File: config.mk
export PLATFORM = sky130hd
export DESIGN_NAME = mc_ctrl
export DESIGN_NICKNAME = d
export VERILOG_FILES = /design/src/rtl/mc_ctrl.sv
export SDC_FILE = /design/constraint.sdc
export NUM_CORES = 1
export LEC_CHECK = 0
export ABC_AREA = 0
export CAP_MARGIN = 20
export CORE_MARGIN = 4
export CORE_UTILIZATION = 38
export CTS_CLUSTER_DIAMETER = 50
export DETAILED_ROUTE_END_ITERATION = 8
export GPL_TIMING_DRIVEN = 0
export HOLD_SLACK_MARGIN = 0.08
export PLACE_DENSITY_LB_ADDON = 0.15
export SKIP_LAST_GASP = 1
export SYNTH_ARGS = -nofsm -noshare
export SYNTH_HDL_FRONTEND = slang
export SYNTH_SLANG_ARGS = --single-unit
File: constraint.sdc
create_clock -name clk -period 1.67 [get_ports clk]
set_clock_uncertainty 0.1 [all_clocks]
set_input_delay 0.167 -clock clk [delete_from_list [all_inputs] [get_ports clk]]
set_output_delay 0.167 -clock clk [all_outputs]
set_load 0.01 [all_outputs]
File: src/rtl/mc_ctrl.sv
// rtl/mc_ctrl.sv - multi-cycle RV32I control FSM with illegal-op and memory-timeout traps
module mc_ctrl #(
  parameter int ALUOP_W = 5,
  parameter int TIMEOUT = 16
) (
  input  logic               clk,
  input  logic               rst,
  input  logic [6:0]         Op,
  input  logic [6:0]         Funct7,
  input  logic [2:0]         Funct3,
  input  logic               Zero,
  input  logic               mem_ready,
  output logic               PCWrite,
  output logic               IRWrite,
  output logic               IorD,
  output logic               MemRead,
  output logic               MemWrite,
  output logic               RegWrite,
  output logic [1:0]         ALUSrcA,
  output logic [1:0]         ALUSrcB,
  output logic [ALUOP_W-1:0] ALUOp,
  output logic [2:0]         EXTOp,
  output logic [1:0]         PCSrc,
  output logic [2:0]         DMType,
  output logic [1:0]         WDSel,
  output logic [2:0]         state,
  output logic               illegal,
  output logic               timeout
);

  typedef enum logic [2:0] {
    S_FETCH = 3'd0, S_DECODE = 3'd1, S_EXEC = 3'd2,
    S_MEM = 3'd3, S_WB = 3'd4, S_TRAP = 3'd5
  } state_t;

  localparam logic [ALUOP_W-1:0] ALU_ADD = ALUOP_W'(3);
  localparam logic [ALUOP_W-1:0] ALU_SUB = ALUOP_W'(4);
  localparam logic [ALUOP_W-1:0] ALU_OR  = ALUOP_W'(5);
  localparam logic [ALUOP_W-1:0] ALU_AND = ALUOP_W'(6);

  state_t     cur;
  logic [7:0] cnt;
  logic       ill_q, to_q;

  logic is_r, is_i, is_ld, is_st, is_br, is_jal, legal, at_limit;
  logic [ALUOP_W-1:0] alu_funct;
  logic [2:0]         dm_funct;

  assign is_r   = (Op == 7'b0110011);
  assign is_i   = (Op == 7'b0010011);
  assign is_ld  = (Op == 7'b0000011);
  assign is_st  = (Op == 7'b0100011);
  assign is_br  = (Op == 7'b1100011);
  assign is_jal = (Op == 7'b1101111);

  assign legal =
      (is_r && ((Funct7 == 7'b0000000 && Funct3 inside {3'b000, 3'b110, 3'b111}) ||
                (Funct7 == 7'b0100000 && Funct3 == 3'b000))) ||
      (is_i  && Funct3 inside {3'b000, 3'b110, 3'b111}) ||
      (is_ld && Funct3 inside {3'b000, 3'b001, 3'b010, 3'b100, 3'b101}) ||
      (is_st && Funct3 inside {3'b000, 3'b001, 3'b010}) ||
      (is_br && Funct3 inside {3'b000, 3'b001}) ||
      is_jal;

  assign at_limit = (cnt == 8'(TIMEOUT - 1));

  always_comb begin
    alu_funct = ALU_ADD;
    case (Funct3)
      3'b000:  alu_funct = (is_r && Funct7[5]) ? ALU_SUB : ALU_ADD;
      3'b110:  alu_funct = ALU_OR;
      3'b111:  alu_funct = ALU_AND;
      default: alu_funct = ALU_ADD;
    endcase
  end

  always_comb begin
    dm_funct = 3'b000;
    case (Funct3)
      3'b000:  dm_funct = 3'b011;
      3'b001:  dm_funct = 3'b001;
      3'b100:  dm_funct = 3'b100;
      3'b101:  dm_funct = 3'b010;
      default: dm_funct = 3'b000;
    endcase
  end

  // Counter is zeroed on every transition so each wait window starts fresh.
  always_ff @(posedge clk) begin
    if (rst) begin
      cur   <= S_FETCH;
      cnt   <= 8'd0;
      ill_q <= 1'b0;
      to_q  <= 1'b0;
    end else begin
      case (cur)
        S_FETCH: begin
          if (mem_ready) begin
            cur <= S_DECODE;
            cnt <= 8'd0;
          end else if (at_limit) begin
            cur  <= S_TRAP;
            cnt  <= 8'd0;
            to_q <= 1'b1;
          end else begin
            cnt <= cnt + 8'd1;
          end
        end
        S_DECODE: begin
          cnt <= 8'd0;
          if (!legal) begin
            cur   <= S_TRAP;
            ill_q <= 1'b1;
          end else begin
            cur <= S_EXEC;
          end
        end
        S_EXEC: begin
          cnt <= 8'd0;
          if (is_ld || is_st)    cur <= S_MEM;
          else if (is_r || is_i) cur <= S_WB;
          else                   cur <= S_FETCH;
        end
        S_MEM: begin
          if (mem_ready) begin
            cur <= is_ld ? S_WB : S_FETCH;
            cnt <= 8'd0;
          end else if (at_limit) begin
            cur  <= S_TRAP;
            cnt  <= 8'd0;
            to_q <= 1'b1;
          end else begin
            cnt <= cnt + 8'd1;
          end
        end
        S_WB: begin
          cur <= S_FETCH;
          cnt <= 8'd0;
        end
        S_TRAP:  cur <= S_TRAP;
        default: cur <= S_TRAP;
      endcase
    end
  end

  always_comb begin
    PCWrite = 1'b0; IRWrite = 1'b0; IorD = 1'b0; MemRead = 1'b0; MemWrite = 1'b0;
    RegWrite = 1'b0; ALUSrcA = 2'b00; ALUSrcB = 2'b00; ALUOp = '0; EXTOp = 3'b000;
    PCSrc = 2'b00; DMType = 3'b000; WDSel = 2'b00;
    state = 3'd0; illegal = 1'b0; timeout = 1'b0;
    if (!rst) begin
      state   = cur;
      illegal = ill_q;
      timeout = to_q;
      case (cur)
        S_FETCH: begin
          MemRead = 1'b1;
          ALUSrcB = 2'b01;
          ALUOp   = ALU_ADD;
          IRWrite = mem_ready;
          PCWrite = mem_ready;
        end
        S_DECODE: begin
          ALUSrcA = 2'b10;
          ALUSrcB = 2'b10;
          ALUOp   = ALU_ADD;
          EXTOp   = is_jal ? 3'b100 : 3'b011;
        end
        S_EXEC: begin
          if (is_r) begin
            ALUSrcA = 2'b01;
            ALUOp   = alu_funct;
          end else if (is_i) begin
            ALUSrcA = 2'b01;
            ALUSrcB = 2'b10;
            EXTOp   = 3'b001;
            ALUOp   = alu_funct;
          end else if (is_ld || is_st) begin
            ALUSrcA = 2'b01;
            ALUSrcB = 2'b10;
            EXTOp   = is_st ? 3'b010 : 3'b001;
            ALUOp   = ALU_ADD;
          end else if (is_br) begin
            ALUSrcA = 2'b01;
            ALUOp   = ALU_SUB;
            PCSrc   = 2'b01;
            PCWrite = Funct3[0] ? ~Zero : Zero;
          end else if (is_jal) begin
            RegWrite = 1'b1;
            WDSel    = 2'b10;
            PCWrite  = 1'b1;
            PCSrc    = 2'b01;
          end
        end
        S_MEM: begin
          IorD     = 1'b1;
          DMType   = dm_funct;
          MemRead  = is_ld;
          MemWrite = is_st;
        end
        S_WB: begin
          RegWrite = 1'b1;
          WDSel    = is_ld ? 2'b01 : 2'b00;
        end
        default: ;
      endcase
    end
  end

endmodule
# Yosys cells after proc, flatten, opt, wreduce, memory -nomap -nowiden
# Cells that the tools add are included.
# W data, S select, Z words.
dict set report totals {
  register_bits 13
  in_bits 21
  output_inout_bits 30
  wordCells 135
}
dict set report classes {
  n_addsub 1
  n_eq_ne 18
  mux 80
  bitwise 3
  n_reduce_logical 29
}
# cell count
set op_table {}
lappend op_table {{$mux W3} 15}
lappend op_table {{$mux W1} 33}
lappend op_table {{$mux W2} 15}
lappend op_table {{$eq A7 B6 Y1 const B} 3}
lappend op_table {{$mux W8} 2}
lappend op_table {{$pmux W8 S2} 1}
lappend op_table {{$eq A3 B3 Y1 const B} 5}
lappend op_table {{$mux W5} 3}
lappend op_table {{$pmux W3 S5} 1}
lappend op_table {{$eq A7 B7 Y1 const B} 2}
lappend op_table {{$pmux W3 S4} 1}
lappend op_table {{$pmux W5 S2} 1}
lappend op_table {{$eq A3 B2 Y1 const B} 3}
lappend op_table {{$pmux W3 S3} 1}
lappend op_table {{$add A8 B1 Y8 const B} 1}
lappend op_table {{$eq A8 B4 Y1 const B} 1}
lappend op_table {{$logic_and A1 B1 Y1} 8}
lappend op_table {{$logic_or A1 B1 Y1} 8}
lappend op_table {{$pmux W2 S2} 2}
lappend op_table {{$eq A7 B2 Y1 const B} 1}
lappend op_table {{$eq A7 B5 Y1 const B} 1}
lappend op_table {{$logic_not A7 Y1} 1}
lappend op_table {{$eq A3 B1 Y1 const B} 2}
lappend op_table {{$logic_not A3 Y1} 2}
lappend op_table {{other kinds (11)} 18}

# Depth between registers and ports, before layout
# Gate-level depths: netlist of run 1.
dict set report logic_depth {
  depth_word 12
  mapped_depth 6
  depth_no_buf 5
}

# Worst setup path before layout of run 1
# Ideal clock, no wire load.
dict set report synth_path {
  path_kind {register to output}
  startpoint {register cur[1]}
  endpoint {output port DMType[2]}
  arrival_time_ps 1488
  required_time_ps 1403
  path_slack_ps -85
  stages_incl_launch_ff 5
  path_buffers 1
  cell_sequence {dfxtp_1 clkbuf_1 nor2b_1 nand2_1 nor4b_1}
}
dict set report synth_via {
  elab_chain_cells 3
}
# item line
set synth_rtl {}
lappend synth_rtl {{start: declaration} 41} ;# state_t cur;
lappend synth_rtl {{start signal: assignment} 126} ;# cur <= is_ld ? S_WB : S_FETCH;
lappend synth_rtl {{$eq A3 B2 Y1} 155} ;# case (cur)
lappend synth_rtl {{$mux W3} 155}
lappend synth_rtl {{$mux W3} 151} ;# if (!rst) begin
lappend synth_rtl {{end: declaration} 24} ;# output logic [2:0] DMType,
# Every way passes these cells.

# Worst setup path after layout of run 1
dict set report layout_path {
  startpoint {register cur[0]}
  endpoint {output port MemRead}
}
dict set report layout_via {
  elab_chain_cells 3
  word_cells_on_any_way 4
  classes_between {1 x eq/ne; 2 x mux; 1 x reduce/logical}
}
# item line
set layout_rtl {}
lappend layout_rtl {{$eq A3 B2 Y1 / $logic_not A3 Y1 (equally long branches)} 155}
lappend layout_rtl {{$pmux W1 S2 *} 155}
lappend layout_rtl {{$mux W1 *} 151}
lappend layout_rtl {{end: declaration} 16} ;# output logic MemRead,
# Every way passes the cells marked *; elsewhere a longest branch is shown, timed or not.

==> results of run 1 <==
[worst register-to-register path, stage by stage (launching register included)]
cell	delay, ps
dfxtp_2	340
or2_1	320
buf_6	170
o21a_1	200
or3b_1	370
a21o_1	170
a21oi_2	100
[cell type report]
class	instances	area [sq um]	area share (%)
multi-input cells	142	1050	49.1
repair buffers	80	638	29.9
well taps	31	38.8	1.82
plain buffers	11	101	4.75
inverters	4	15.0	0.704
clock buffers	4	26.3	1.23
flip-flops and latches	13	267	12.5
[report_power, final]
part	leakage (uW)	switching, uW	internal [uW]
clock network	0.0000150	104	92.9
registers	0.000107	25.7	334
logic	0.000852	287	307
[per-layer routing]
| metal | part of all wire [%] | global-route usage [%] | vias to the layer above |
|---|---|---|---|
| met2 | 49 | 36.5 | 93 |
| li1 | - | - | 772 |
| met4 | 3.3 | 7.55 | 0 |
| met1 | 40 | 24.2 | 751 |
| met5 | 0 | 0 | - |
| met3 | 7.4 | 5.15 | 16 |
[worst max path at each step]
stage	endpoint	depth (start not counted)	start
after floorplan	EXTOp[0]	4	cur[1]
after global placement	ALUSrcB[1]	8	Op[3]
after detailed placement	EXTOp[0]	7	Op[3]
after CTS	ALUSrcB[1]	6	cur[1]
after global routing	ALUSrcB[1]	6	cur[1]
final	MemRead	5	cur[0]
[synthesized netlist by cell type (4+ instances only)]
cell type | count | area [sq um]
o21ai_0 | 8 | 40.0
clkbuf_1 | 5 | 18.8
nand2_1 | 16 | 60.1
a21oi_1 | 9 | 45.0
nand3b_1 | 6 | 45.0
buf_4 | 4 | 30.0
nor3_1 | 7 | 35.0
nand2b_1 | 4 | 25.0
inv_1 | 4 | 15.0
nor2b_1 | 7 | 43.8
xor2_1 | 5 | 43.8
nand3_1 | 7 | 35.0
nor2_1 | 26 | 97.6
dfxtp_1 | 13 | 260
[state kept, by name, summed over array words and instances (netlist names)]
signal / flops
cnt: 8
cur: 3
to_q: 1
ill_q: 1
[logic make-up after synthesis]
logic type	after synthesis	share of synthesized area, %
simple gates	93	42.1
compound gates	37	20.5
buf+inv	17	7.63
flops	13	22.3
xor+xnor	8	6.02
fa+ha+maj	1	1.07
other cells	1	0.322
[repair_timing]
item	4_1_cts	5_1_grt
gates resized for setup	135	71
setup buffers	21	16
pin swaps	16	22
setup endpoints to repair	37	32
[per-stage QoR]
step	hold WS, ps	total power (uW)	area, sq um
after floorplan	234	570	1180
after detailed placement	366	755	1650
after CTS	282	1060	1910
after global placement	353	745	1650
final	264	1150	2130
after global routing	260	1220	2130
==> reports/qor.yml, run 1 <==
synthesis:
  synth_seq_area_share_pct: 22.3
  yosysWarnings: 0
  synth-seq-cells: 13
  syn_area_per_cell_sq_um: 6.85
  async_flop_share_pct: 0
  synth.distinct_cells: 51
  syn_inst: 170
  synth_edf_count: 0
  synthFlopType: "dfxtp_1"
  netlist_area_sq_um: 1160
worst_hold_path:
  hold_end: "cur[0]"
  hold_start: "Op[4]"
  hold_path_depth: 4
  min_path_type: "in2reg"
cells_and_area:
  postLayoutCoreUtil_pct: 74.8
  drive_above_1_share_pct: 48.0
  nFillCells: 200
  fin_cells: 285
  nets: 277
  n_antenna_cell: 0
  final_cell_mix: "buf_4 (33), buf_2 (21), nor2_1 (20)"
  syn2layout_area_growth_pct: 83.1
  final_common_cell: "buf_4"
clock_network:
  ctsHoldBuffers: 0
  numCtsBuffers: 3
  htreeDepth: 1
  cts_tree: "yes"
  clk_pin_slew_worst_paths_ps: 80
  cts_sinks: 13
  ctsLongestPathBuffers: 2
  clockRootBuffer: "clkbuf_4"
  worstSkewPairLatency_ps: 280
floorplan:
  coreArea_sq_um: 2850
  die_w_um: 63.4
  dieArea_sq_um: 4020
  initial_utilization_pct: 40.8
  rows: 19
  io_pins: 51
  die_y_um: 63.4
critical_path:
  slowest_stage: "dfxtp_2"
  cp_max_fo: 3
  r2r_setup_slack_ps: -160
  path_buf_inv: 2
  critical_path.max_stage_delay_ps: 340
  path_cells: "or2_1 > nor3_4 > buf_4 > o21bai_1 > buf_2"
  cp-end-kind: "output port"
  worstReg2RegStart: "cur[0]"
  critPathKind: "reg2out"
  r2r-end: "cnt[2]"
  cp-start-kind: "register"
  crit_arrival_ps: 1590
  cp.required_ps: 1400
  path_delay_family: "simple AND/OR/NAND/NOR gates"
  reg2reg_depth: 6
sta:
  finalSetupViolCount: 23
  rsz0062_at_grt: "true"
  drv_slew: 0
  final-hold-violation-count: 0
  relSlewSlack_pct: 66.0
  fmax_mhz: 539
  post-route-worst-setup-slack_ps: -184
  fin_crit_ps: 1850
  worst_pin_slew_ps: 509
  finalSetupTns_ps: -1850
  min_period_over_period_pct: 111
global_route:
  grtUsageTotal_pct: 20.8
  antenna_found_initial: 0
  grt_pass1_wl_mm: 6.80
  grt_pass1_vias: 1467
  grt_max_degree: 11
  overflow: 0
power_and_ir_drop:
  p_leak_uw: 0.000974
  powerDensity_nw_per_um2: 539
  irDropWorstVdd_mv: 0.439
placed_design:
  portBuffers: 43
  dp_hpwl_mm: 2.75
  dp_slack_ps: -997
  dpl.cell_count: 246
  globalplace.congestion: 0.872
detailed_routing:
  firstDrtPassIters: 5
  via_per_inst: 5.73
  drc: 0
  dr.first_iter.drc_count: 118
  wl_mm: 4.84
  vias: 1632
  routedWlPerCell_um: 17.0
  ant_nets: 0
run:
  max_cap_viol_count: 0
status:
  violations: "negative setup slack"
  outcome: "finished, violations left"
Note: power is estimated with default switching activity, not from simulation.
==> run 2: changes to the inputs <==
CORE_MARGIN = 2   (was 4)
==> reports/qor.yml, run 2 (same netlist as run 1, synthesis figures left out) <==
status:
  outcome: "finished, violations left"
  violations: "negative setup slack"
floorplan:
  io_pins: 51  # unchanged
  die_y_um: 59.4  # -6.3%
  dieArea_sq_um: 3520  # -12%
  initial_utilization_pct: 39.1  # -1.7 points
  rows: 20  # +1
  die_w_um: 59.4  # -6.3%
  coreArea_sq_um: 2980  # +4.4%
clock_network:
  clk_pin_slew_worst_paths_ps: 80  # about the same
  cts_tree: "yes"
  htreeDepth: 1  # unchanged
  worstSkewPairLatency_ps: 280  # about the same
  clockRootBuffer: "clkbuf_4"
  cts_sinks: 13  # unchanged
  numCtsBuffers: 3  # unchanged
  ctsLongestPathBuffers: 2  # unchanged
global_route:
  grtUsageTotal_pct: 22.7  # +1.9 points
  grt_pass1_wl_mm: 6.22  # -8.5%
  grt_max_degree: 11  # unchanged
  grt_pass1_vias: 1394  # -5.0%
  overflow: 0  # unchanged
  antenna_found_initial: 0  # unchanged
cells_and_area:
  regMostFlops: "cnt"
  syn2layout_area_growth_pct: 70.0
  largest_reg_flops: 8  # unchanged
  nets: 260  # -6.1%
  n_antenna_cell: 0  # unchanged
  nFillCells: 259  # +30%
  reg.largest.list: "cnt x8, cur x3"
  regArea_sq_um: 267  # unchanged
  final_cell_mix: "buf_2 (22), nor2_1 (22), buf_4 (19)"
  stdcell_area_sq_um: 1980  # -7.2%
  multi_input_area_sq_um: 1060  # +1.2%
  drive_above_1_share_pct: 43.5  # -4.6 points
run:
  max_cap_viol_count: 0  # unchanged
sta:
  post-route-worst-setup-slack_ps: -157  # +26.7 ps
  fin_crit_ps: 1830  # -26.7 ps
  finalSetupViolCount: 19  # -17%
  min_period_over_period_pct: 109  # -1.6 points
  rsz0062_at_grt: "true"
  final-hold-violation-count: 0  # unchanged
  fmax_mhz: 547  # +1.5%
  drv_slew: 0  # unchanged
placed_design:
  dp_hpwl_mm: 2.69  # -2.1%
  dpl_cell_area_sq_um: 1650  # +0.15%
  dp_slack_ps: -1010  # -11.3 ps
  portBuffers: 43  # unchanged
  globalplace.congestion: 0.900  # +3.2%
critical_path:
  cp-end-kind: "output port"
  crit_arrival_ps: 1560  # -30 ps
  cp_max_fo: 3  # unchanged
  critPathKind: "reg2out"
  reg2reg_depth: 7  # +1
  r2r-end: "cnt[2]"
  cp.required_ps: 1400  # about the same
  r2r_setup_slack_ps: -140  # +20 ps
  cp-start-kind: "register"
  worstReg2RegStart: "cur[1]"
detailed_routing:
  via_per_inst: 5.54  # -3.2%
  ant_nets: 0  # unchanged
  drc: 0  # unchanged
  dr.first_iter.drc_count: 72  # -39%
  wl_mm: 3.97  # -18%
  firstDrtPassIters: 4  # -1
  routedWlPerCell_um: 14.7  # -13%
  vias: 1497  # -8.3%
worst_hold_path:
  hold_end: "cur[1]"
  hold_path_depth: 4  # unchanged
  hold_start: "Op[4]"
  min_path_type: "in2reg"
power_and_ir_drop:
  irDropWorstVdd_mv: 0.601  # +37%
  p_leak_uw: 0.000841  # -14%
  powerDensity_nw_per_um2: 535  # -0.84%
-- run 2: stage by stage --
stage	power (uW)	instances	util, %	TNS [ps]	hold slack, ps
finish	1060	270	66.5	-1260	295
global route	1120	270	66.5	-2910	336
CTS	973	262	62.0	-751	239
detailed placement	749	248	55.4	-14190	359
global placement	743	248	55.4	-13810	351
floorplan	570	172	-	0	234
-- run 2: final cells by class --
| cell class | instances | share of cell area, % |
|---|---|---|
| inverters | 4 | 0.758 |
| clock buffers | 4 | 1.33 |
| repair buffers | 62 | 23.8 |
| multi-input cells | 142 | 53.5 |
| flip-flops and latches | 13 | 13.5 |
| plain buffers | 12 | 5.05 |
| well taps | 33 | 2.08 |
-- run 2: where the power goes --
group          internal (uW)  switching (uW)
Clock                   92.7            99.3
Sequential               334            22.5
Combinational            255             256
Total                    682             378
-- run 2: what timing repair did --
action | 4_1_cts | 5_1_grt
gates cloned | 0 | 0
setup buffers | 10 | 9
endpoints found under the setup margin | 37 | 31
hold buffers | 0 | 0
resized for setup | 147 | 39
pin swaps | 14 | 17
-- run 2: how the worst max path moves through the flow --
stage	slack, ps	from	endpoint
floorplan	2	cur[1]	EXTOp[0]
global placement	-950	Op[3]	ALUSrcB[1]
detailed placement	-1010	Op[2]	EXTOp[0]
CTS	-190	cur[1]	ALUSrcB[1]
global route	-230	cur[1]	ALUSrcB[1]
finish	-160	cur[1]	ALUSrcB[1]
-- run 2: critical path, stage by stage (launching register included) --
cell      delay (ps)
dfxtp_2          350
buf_8            100
nand2b_4          60
or3_4            330
a211o_1          240
nand2_1           70
buf_2            130
-- run 2: layer usage --
metal  GRT usage (%)  vias up  share of wire [%]
met3            3.71       14                6.0
met5               0        -                  0
met1            30.1      686                 42
met4            8.44        0                3.0
li1                -      735                  -
met2            36.9       62                 49
